===== src/rtl/sq_accum_pkg.sv =====
// Shared definitions for the sq_accum block: FSM state encoding,
// default configuration values and the sample counter width helper.
package sq_accum_pkg;

  // Run-control states.
  typedef enum logic [1:0] {
    ST_IDLE = 2'd0,
    ST_RUN  = 2'd1,
    ST_DONE = 2'd2
  } state_e;

  // Default number of squares summed per run.
  localparam int N_SAMPLES_DEF = 8;

  // Default accumulator / sum width in bits.
  localparam int ACC_W_DEF = 11;

  // Width of a counter that must hold values 0..n inclusive.
  function automatic int cnt_width(input int n);
    return $clog2(n + 1);
  endfunction

endpackage


===== src/rtl/sq_sat_add.sv =====
// Saturating adder: accumulator plus a zero-extended 8-bit sample.
// On overflow the result clips to all-ones and ovf_o is raised.
module sq_sat_add
  import sq_accum_pkg::*;
#(
  parameter int ACC_W = ACC_W_DEF
) (
  input  logic [ACC_W-1:0] acc_i,
  input  logic [7:0]       add_i,
  output logic [ACC_W-1:0] sum_o,
  output logic             ovf_o
);

  logic [ACC_W:0] wide_s;

  assign wide_s = {1'b0, acc_i} + {{(ACC_W - 7){1'b0}}, add_i};

  // Clip the widened sum to the accumulator range.
  always_comb begin
    ovf_o = wide_s[ACC_W];
    if (wide_s[ACC_W]) begin
      sum_o = '1;
    end else begin
      sum_o = wide_s[ACC_W-1:0];
    end
  end

endmodule


===== src/rtl/sq_accum.sv =====
// Sum-of-squares accumulator. Collects N_SAMPLES squares from an upstream
// valid/ready source, saturating at ACC_W bits, then presents the result
// with a valid/ready handshake. Optional feature macro SQ_ACCUM_MAX_EN adds
// max_out, the largest sample accepted in the current run.
module sq_accum
  import sq_accum_pkg::*;
#(
  parameter int N_SAMPLES = N_SAMPLES_DEF,
  parameter int ACC_W     = ACC_W_DEF
) (
  input  logic             clk,
  input  logic             rst_n,
  input  logic             start,
  input  logic             abort,
  input  logic [7:0]       sq_in,
  input  logic             sq_valid,
  output logic             sq_ready,
  output logic [ACC_W-1:0] sum_out,
  output logic             sum_valid,
  input  logic             sum_ready,
  output logic             sat,
  output logic             busy
`ifdef SQ_ACCUM_MAX_EN
  ,
  output logic [7:0]       max_out
`endif
);

  localparam int CW = cnt_width(N_SAMPLES);

  state_e           state_q, state_d;
  logic [ACC_W-1:0] acc_q, acc_d;
  logic             sat_q, sat_d;
  logic [CW-1:0]    cnt_q, cnt_d;
  logic [CW-1:0]    cnt_inc_s;
  logic             last_s;
  logic [ACC_W-1:0] add_sum_s;
  logic             add_ovf_s;
`ifdef SQ_ACCUM_MAX_EN
  logic [7:0]       max_q, max_d;
`endif

  sq_sat_add #(
    .ACC_W (ACC_W)
  ) u_add (
    .acc_i (acc_q),
    .add_i (sq_in),
    .sum_o (add_sum_s),
    .ovf_o (add_ovf_s)
  );

  assign cnt_inc_s = cnt_q + CW'(1);
  assign last_s    = (cnt_inc_s == CW'(N_SAMPLES));

  // Next-state logic: abort overrides everything, otherwise the run FSM.
  always_comb begin
    state_d = state_q;
    acc_d   = acc_q;
    sat_d   = sat_q;
    cnt_d   = cnt_q;
`ifdef SQ_ACCUM_MAX_EN
    max_d   = max_q;
`endif
    if (abort) begin
      state_d = ST_IDLE;
      acc_d   = '0;
      cnt_d   = '0;
`ifdef SQ_ACCUM_MAX_EN
      max_d   = 8'd0;
`endif
    end else begin
      case (state_q)
        ST_IDLE: begin
          if (start) begin
            state_d = ST_RUN;
            acc_d   = '0;
            sat_d   = 1'b0;
            cnt_d   = '0;
`ifdef SQ_ACCUM_MAX_EN
            max_d   = 8'd0;
`endif
          end else begin
            state_d = ST_IDLE;
          end
        end
        ST_RUN: begin
          if (sq_valid) begin
            acc_d = add_sum_s;
            cnt_d = cnt_inc_s;
            if (add_ovf_s) begin
              sat_d = 1'b1;
            end else begin
              sat_d = sat_q;
            end
`ifdef SQ_ACCUM_MAX_EN
            if (sq_in > max_q) begin
              max_d = sq_in;
            end else begin
              max_d = max_q;
            end
`endif
            if (last_s) begin
              state_d = ST_DONE;
            end else begin
              state_d = ST_RUN;
            end
          end else begin
            state_d = ST_RUN;
          end
        end
        ST_DONE: begin
          if (sum_ready) begin
            state_d = ST_IDLE;
          end else begin
            state_d = ST_DONE;
          end
        end
        default: begin
          state_d = ST_IDLE;
        end
      endcase
    end
  end

  // State, accumulator, saturation flag and sample count registers.
  always_ff @(posedge clk or negedge rst_n) begin
    if (!rst_n) begin
      state_q <= ST_IDLE;
      acc_q   <= '0;
      sat_q   <= 1'b0;
      cnt_q   <= '0;
    end else begin
      state_q <= state_d;
      acc_q   <= acc_d;
      sat_q   <= sat_d;
      cnt_q   <= cnt_d;
    end
  end

`ifdef SQ_ACCUM_MAX_EN
  // Largest sample accepted in the current run.
  always_ff @(posedge clk or negedge rst_n) begin
    if (!rst_n) begin
      max_q <= 8'd0;
    end else begin
      max_q <= max_d;
    end
  end

  assign max_out = max_q;
`endif

  assign sq_ready  = (state_q == ST_RUN);
  assign sum_valid = (state_q == ST_DONE);
  assign busy      = (state_q != ST_IDLE);
  assign sum_out   = acc_q;
  assign sat       = sat_q;

endmodule


===== config.mk =====
export PLATFORM = sky130hd
export DESIGN_NAME = sq_accum
export DESIGN_NICKNAME = d
export VERILOG_FILES = /design/src/rtl/sq_accum_pkg.sv /design/src/rtl/sq_sat_add.sv /design/src/rtl/sq_accum.sv
export SDC_FILE = /design/constraint.sdc
export NUM_CORES = 1
export LEC_CHECK = 0
export BUFFER_PORTS_ARGS = -buffer_cell sky130_fd_sc_hd__buf_2
export CAP_MARGIN = 0
export CORE_AREA = 2 2 52 54
export CTS_CLUSTER_SIZE = 12
export DETAILED_ROUTE_END_ITERATION = 6
export DIE_AREA = 0 0 54 56
export HOLD_SLACK_MARGIN = 0.15
export PLACE_DENSITY = 0.75
export SYNTH_ARGS = -nofsm -noshare
export SYNTH_HDL_FRONTEND = slang
export SYNTH_SLANG_ARGS = --single-unit

===== constraint.sdc =====
create_clock -name clk -period 2.1 [get_ports clk]
set_input_delay 0.105 -clock clk [delete_from_list [all_inputs] [get_ports clk]]
set_output_delay 0.105 -clock clk [all_outputs]
set_load 0.005 [all_outputs]

# Yosys cells after proc, flatten, opt, wreduce, memory -nomap -nowiden
# Index checks and enable logic that the tools add are counted.
# totals
ff_bits,18
latch_bits,0
mem_bits_rw,0
rom_bits,0
inputBits,14
output_inout_bits,15
word_cells,40
mem_count,0
# op_classes
addsub,2
mul,0
div,0
n_lt_le_gt_ge,0
eq_ne,8
shift,0
mux,19
n_bitwise,1
n_reduce_logical,6
# ops
op,count
11-bit two-way mux,4
11-bit case mux with 2 select lines,1
11-bit by 8-bit adder with 12-bit output,1
4-bit two-way mux,3
2-bit two-way mux,4
4-bit case mux with 2 select lines,1
"3-bit inequality test, second input constant",2
2-bit case mux with 3 select lines,1
5-bit AND reduction,1
"4-bit by 1-bit adder with 4-bit output, second input constant",1
"4-bit == test, second input constant",1
1-bit two-way mux,4
"2-bit inequality test, second input constant",2
2-bit nonzero test,2
3-bit AND reduction,1
3-bit nonzero test,1
"2-bit by 1-bit == test with 1-bit output, second input constant",1
"2-bit == test, second input constant",1
2-bit zero test,1
"2-bit by 1-bit inequality test with 1-bit output, second input constant",1
1-bit case mux with 2 select lines,1
1-bit inverter,1

# Longest topological paths before layout
# depth
ltp_word,6
mapped_depth,8
depth_no_buf,8

# Modules after synthesis
# A second synthesis with hierarchy kept.
# hier_totals
hier_cells,128
area_unflattened_um2,1306.3
# modules_own_cells
mod,n_inst,cells_each,area_each_um2,seq_area_each_um2
sq_accum,1,59,780.7,450.4
sq_sat_add,1,69,525.5,0.0

# Worst setup path before layout
# Ideal clock, no wire load.
# synth_path
path_type,reg2reg
from,register acc_q[0] (netlist: sum_out[0])
to,register acc_q[10] (netlist: sum_out[10])
setup_ns,0.099
t_arrival_ns,1.776
slack_ns,0.224
path_stages_with_launch,9
n_path_buf,0
cell_sequence,dfrtp_1 ha_1 inv_1 fa_1 nor2b_1 o31ai_1 a31oi_1 a41oi_1 a311oi_1
# synth_via
elab_chain_cells,5
# synth_rtl
item,line,text
start: declaration,sq_accum.sv:32,"logic [ACC_W-1:0] acc_q, acc_d;"
start signal: assignment,sq_accum.sv:129,acc_q <= '0;
start signal: assignment,sq_accum.sv:134,acc_q <= acc_d;
11-bit by 8-bit adder with 12-bit output,sq_sat_add.sv:16,"assign wide_s = {1'b0, acc_i} + {{(ACC_W - 7){1'b0}}, add_i};"
11-bit two-way mux,sq_sat_add.sv:21,if (wide_s[ACC_W]) begin
11-bit two-way mux,sq_accum.sv:87,if (sq_valid) begin
11-bit case mux with 2 select lines,sq_accum.sv:72,case (state_q)
11-bit two-way mux,sq_accum.sv:64,if (abort) begin
# No other way between the ends. The select of a mux whose other input is x is not followed.
# A chain may end at the register's enable or synchronous reset.

# Worst setup path after layout
# layout_path
from,register acc_q[0] (netlist: sum_out[0])
to,register acc_q[8] (netlist: sum_out[8])
# The elaborated chain is that of the path after synthesis.

==> summary.txt <==
Job
  • Max_cap viols: 0

Clocking
  • Worst-case clock buffer depth: 2
  • CTS Buf Count: 3
  • Clock root buffer: clkbuf_4
  • Skew-Pair Late Insertion Delay: 0.29 ns
  • CTS tree: built
  • H-tree Lvls: 1
  • Clk sinks: 18
  • Worst-path clk slew: 0.11 ns

Detailed routing
  • DRC: 0
  • 1st-pass router iterations: 4
  • Vias/cell: 5.81
  • DR WL/cell: 15.1 um
  • Final ANT Viol Nets: 0
  • Drt first-iter violations: 5
  • Total number of vias: 1,179
  • Routed Wire Length: 3080 um

Layout
  • # diodes: 0
  • Most common cell after layout, fill and taps aside: buf_2
  • Share of layout cells above drive strength 1: 34.7%
  • NumNets Final: 200
  • Layout area overhead: 26.4%
  • Most frequent cells in the layout: buf_2, nand2_1, dfrtp_1

Global route
  • GR Overflow Total: 0
  • Pin count of the biggest net entering global routing: 19
  • Initial antenna violation count: 0
  • First-pass GRT wire length: 4840 um
  • Total GRT Usage: 21.3%
  • Vias in the first global route: 1,116

Placed design
  • Input/output buffers: 28
  • GPL Wtd Cong: 0.896
  • Place WS: -0.0462 ns
  • Detailed Place HPWL: 2260 um

Die
  • Ports: 29
  • Vert. Die Dim: 56 um
  • Die W: 54 um
  • FP Rows: 18
  • Initial core utilization: 51.2%
  • Die footprint: 3020 um2
  • Core area: 2430 um2

Min path
  • Hold Path Depth: 4
  • Worst hold start: start
  • Worst Hold Class: in -> reg
  • Min-Delay Endpoint: sat

Timing
  • RSZ-0062 raised after global routing: false
  • Fmax: 499 MHz
  • Setup TNS: 0 ns
  • Period utilization: 95.4%
  • Worst slew margin: 71.2%
  • Final hold violation count: 0
  • Worst Clk Skew: 0.00738 ns
  • Clock period minus worst slack: 2.00 ns
  • Endpoints failing setup: 0
  • Fin worst setup slack: 0.0974 ns
  • Final Slew Violations: 0
  • Worst Tran Pin Value: 0.432 ns

Synth
  • EDFF count, synth: 0
  • Synthesis Warnings: 0
  • Ys async rst share: 100%
  • Synthesized Nets: 156
  • Unique masters post-synth: 42
  • Sequential element share of the synthesized area: 36.2%
  • Post-Syn Area: 1240 um2
  • Main synth FF type: dfrtp_1
  • Cell count after synthesis: 131
  • Synthesis-stage register bit count: 18
  • Synthesized area per cell: 9.50 um2

Critical path
  • Worst Path Arrival: 2.19 ns
  • Crit end category: flop
  • Setup CP Type: reg -> reg
  • Peak fanout along the critical path: 3
  • Worst r2r src: sum_out[0]
  • R2R setup slack: 0.1 ns
  • R2R Path End: sum_out[8]
  • CP required: 2.29 ns
  • Worst R2R Path Depth: 9
  • Startpoint Class: flop

Power
  • Leakage power: 0.840 nW
  • VDD IR max: 0.000398 V
  • Pwr/cell area: 450 nW/um2

Outcome
  • Outcome: finished, final reports clean
## state kept, by name, summed over array words and instances, names as in the netlist
register  cells
sum_out      11
sat           1
cnt_q         4
state_q       2
## per-layer routing
layer	routed length [um]	GRT usage, %	vias up
li1	-	-	570
met2	1620	36.8	44
met1	1260	25.4	559
met3	154	3.23	6
met4	36	8.57	0
met5	0	0	-
## cells in the mapped netlist, drive strengths merged (3+ instances only)
master	n	share of area [%]
o21ai	9	3.9
inv	5	1.5
a22oi	4	2.4
nand2	21	6.3
a31oi	4	2.5
o211ai	7	6.6
nor2	8	2.4
ha	10	10
xnor2	4	2.8
a21oi	9	3.6
buf	3	1.7
dfrtp	18	36
## timing repair
action,in CTS,in global routing
cloned,0,0
endpoints found under the hold margin,20,0
pin swaps,1,1
hold buffers,5,0
resized for setup,3,4
buffers inserted,1,2
setup endpoints to repair,2,4
## power breakdown
| part | switching [mW] | internal, mW |
|---|---|---|
| Clock | 0.111 | 0.0667 |
| Combinational | 0.0855 | 0.0746 |
| Sequential | 0.0134 | 0.357 |
| Total | 0.210 | 0.498 |
## cells by family (layout without fill, tap and decap cells)
family / count (synthesis) / after routing / synth area share, %
buffers and inverters: 8 / 50 / 3.22
flip-flops: 18 / 18 / 36.2
XOR/XNOR: 6 / 6 / 4.22
AND/OR/NAND/NOR: 42 / 42 / 16.2
multiplexers: 1 / 1 / 0.804
adder cells (fa/ha/maj): 11 / 11 / 11.7
AO/OA/AOI/OAI: 45 / 45 / 27.7
## final cells by class
class                           count  area [um2]
Fill cell                         205         858
Multi-Input combinational cell    105         787
Sequential cell                    18         450
Timing Repair Buffer               42         258
Tap cell                           30        37.5
Clock buffer                        3        22.5
Inverter                            5        18.8
## per-stage QoR
step	power, mW	cell area [um2]	cells	hold slack [ns]	utilization [%]
3_5_place_dp	0.524	1450	192	0.0684	59.5
3_3_place_gp	0.519	1450	192	0.0640	59.5
4_1_cts	0.704	1540	201	0.176	63.3
6_report	0.709	1570	203	0.174	64.7
2_1_floorplan	0.466	1240	131	-0.191	-
5_1_grt	0.745	1570	203	0.192	64.7
## how the worst max path moves through the flow
stage | start | end | slack [ns] | cells past startpoint
2_1_floorplan | sum_out[0] | sum_out[10] | 0.22 | 8
3_3_place_gp | sum_out[0] | sum_out[10] | -0.01 | 8
5_1_grt | cnt_q[0] | state_q[1] | 0.005 | 6
3_5_place_dp | sum_out[0] | sum_out[10] | -0.05 | 8
4_1_cts | sum_out[0] | sum_out[10] | 0.04 | 8
6_report | sum_out[0] | sum_out[8] | 0.1 | 9
## worst max-delay path, cell delays in order, from the launching register on
cell     delay (ns)
dfrtp_1        0.36
ha_2           0.20
inv_1          0.06
fa_2           0.36
nor2b_2        0.20
o31ai_4        0.09
a31oi_2        0.23
buf_4          0.15
o221a_2        0.19
o21ai_2        0.05
Power figures use the tool's default switching activity.
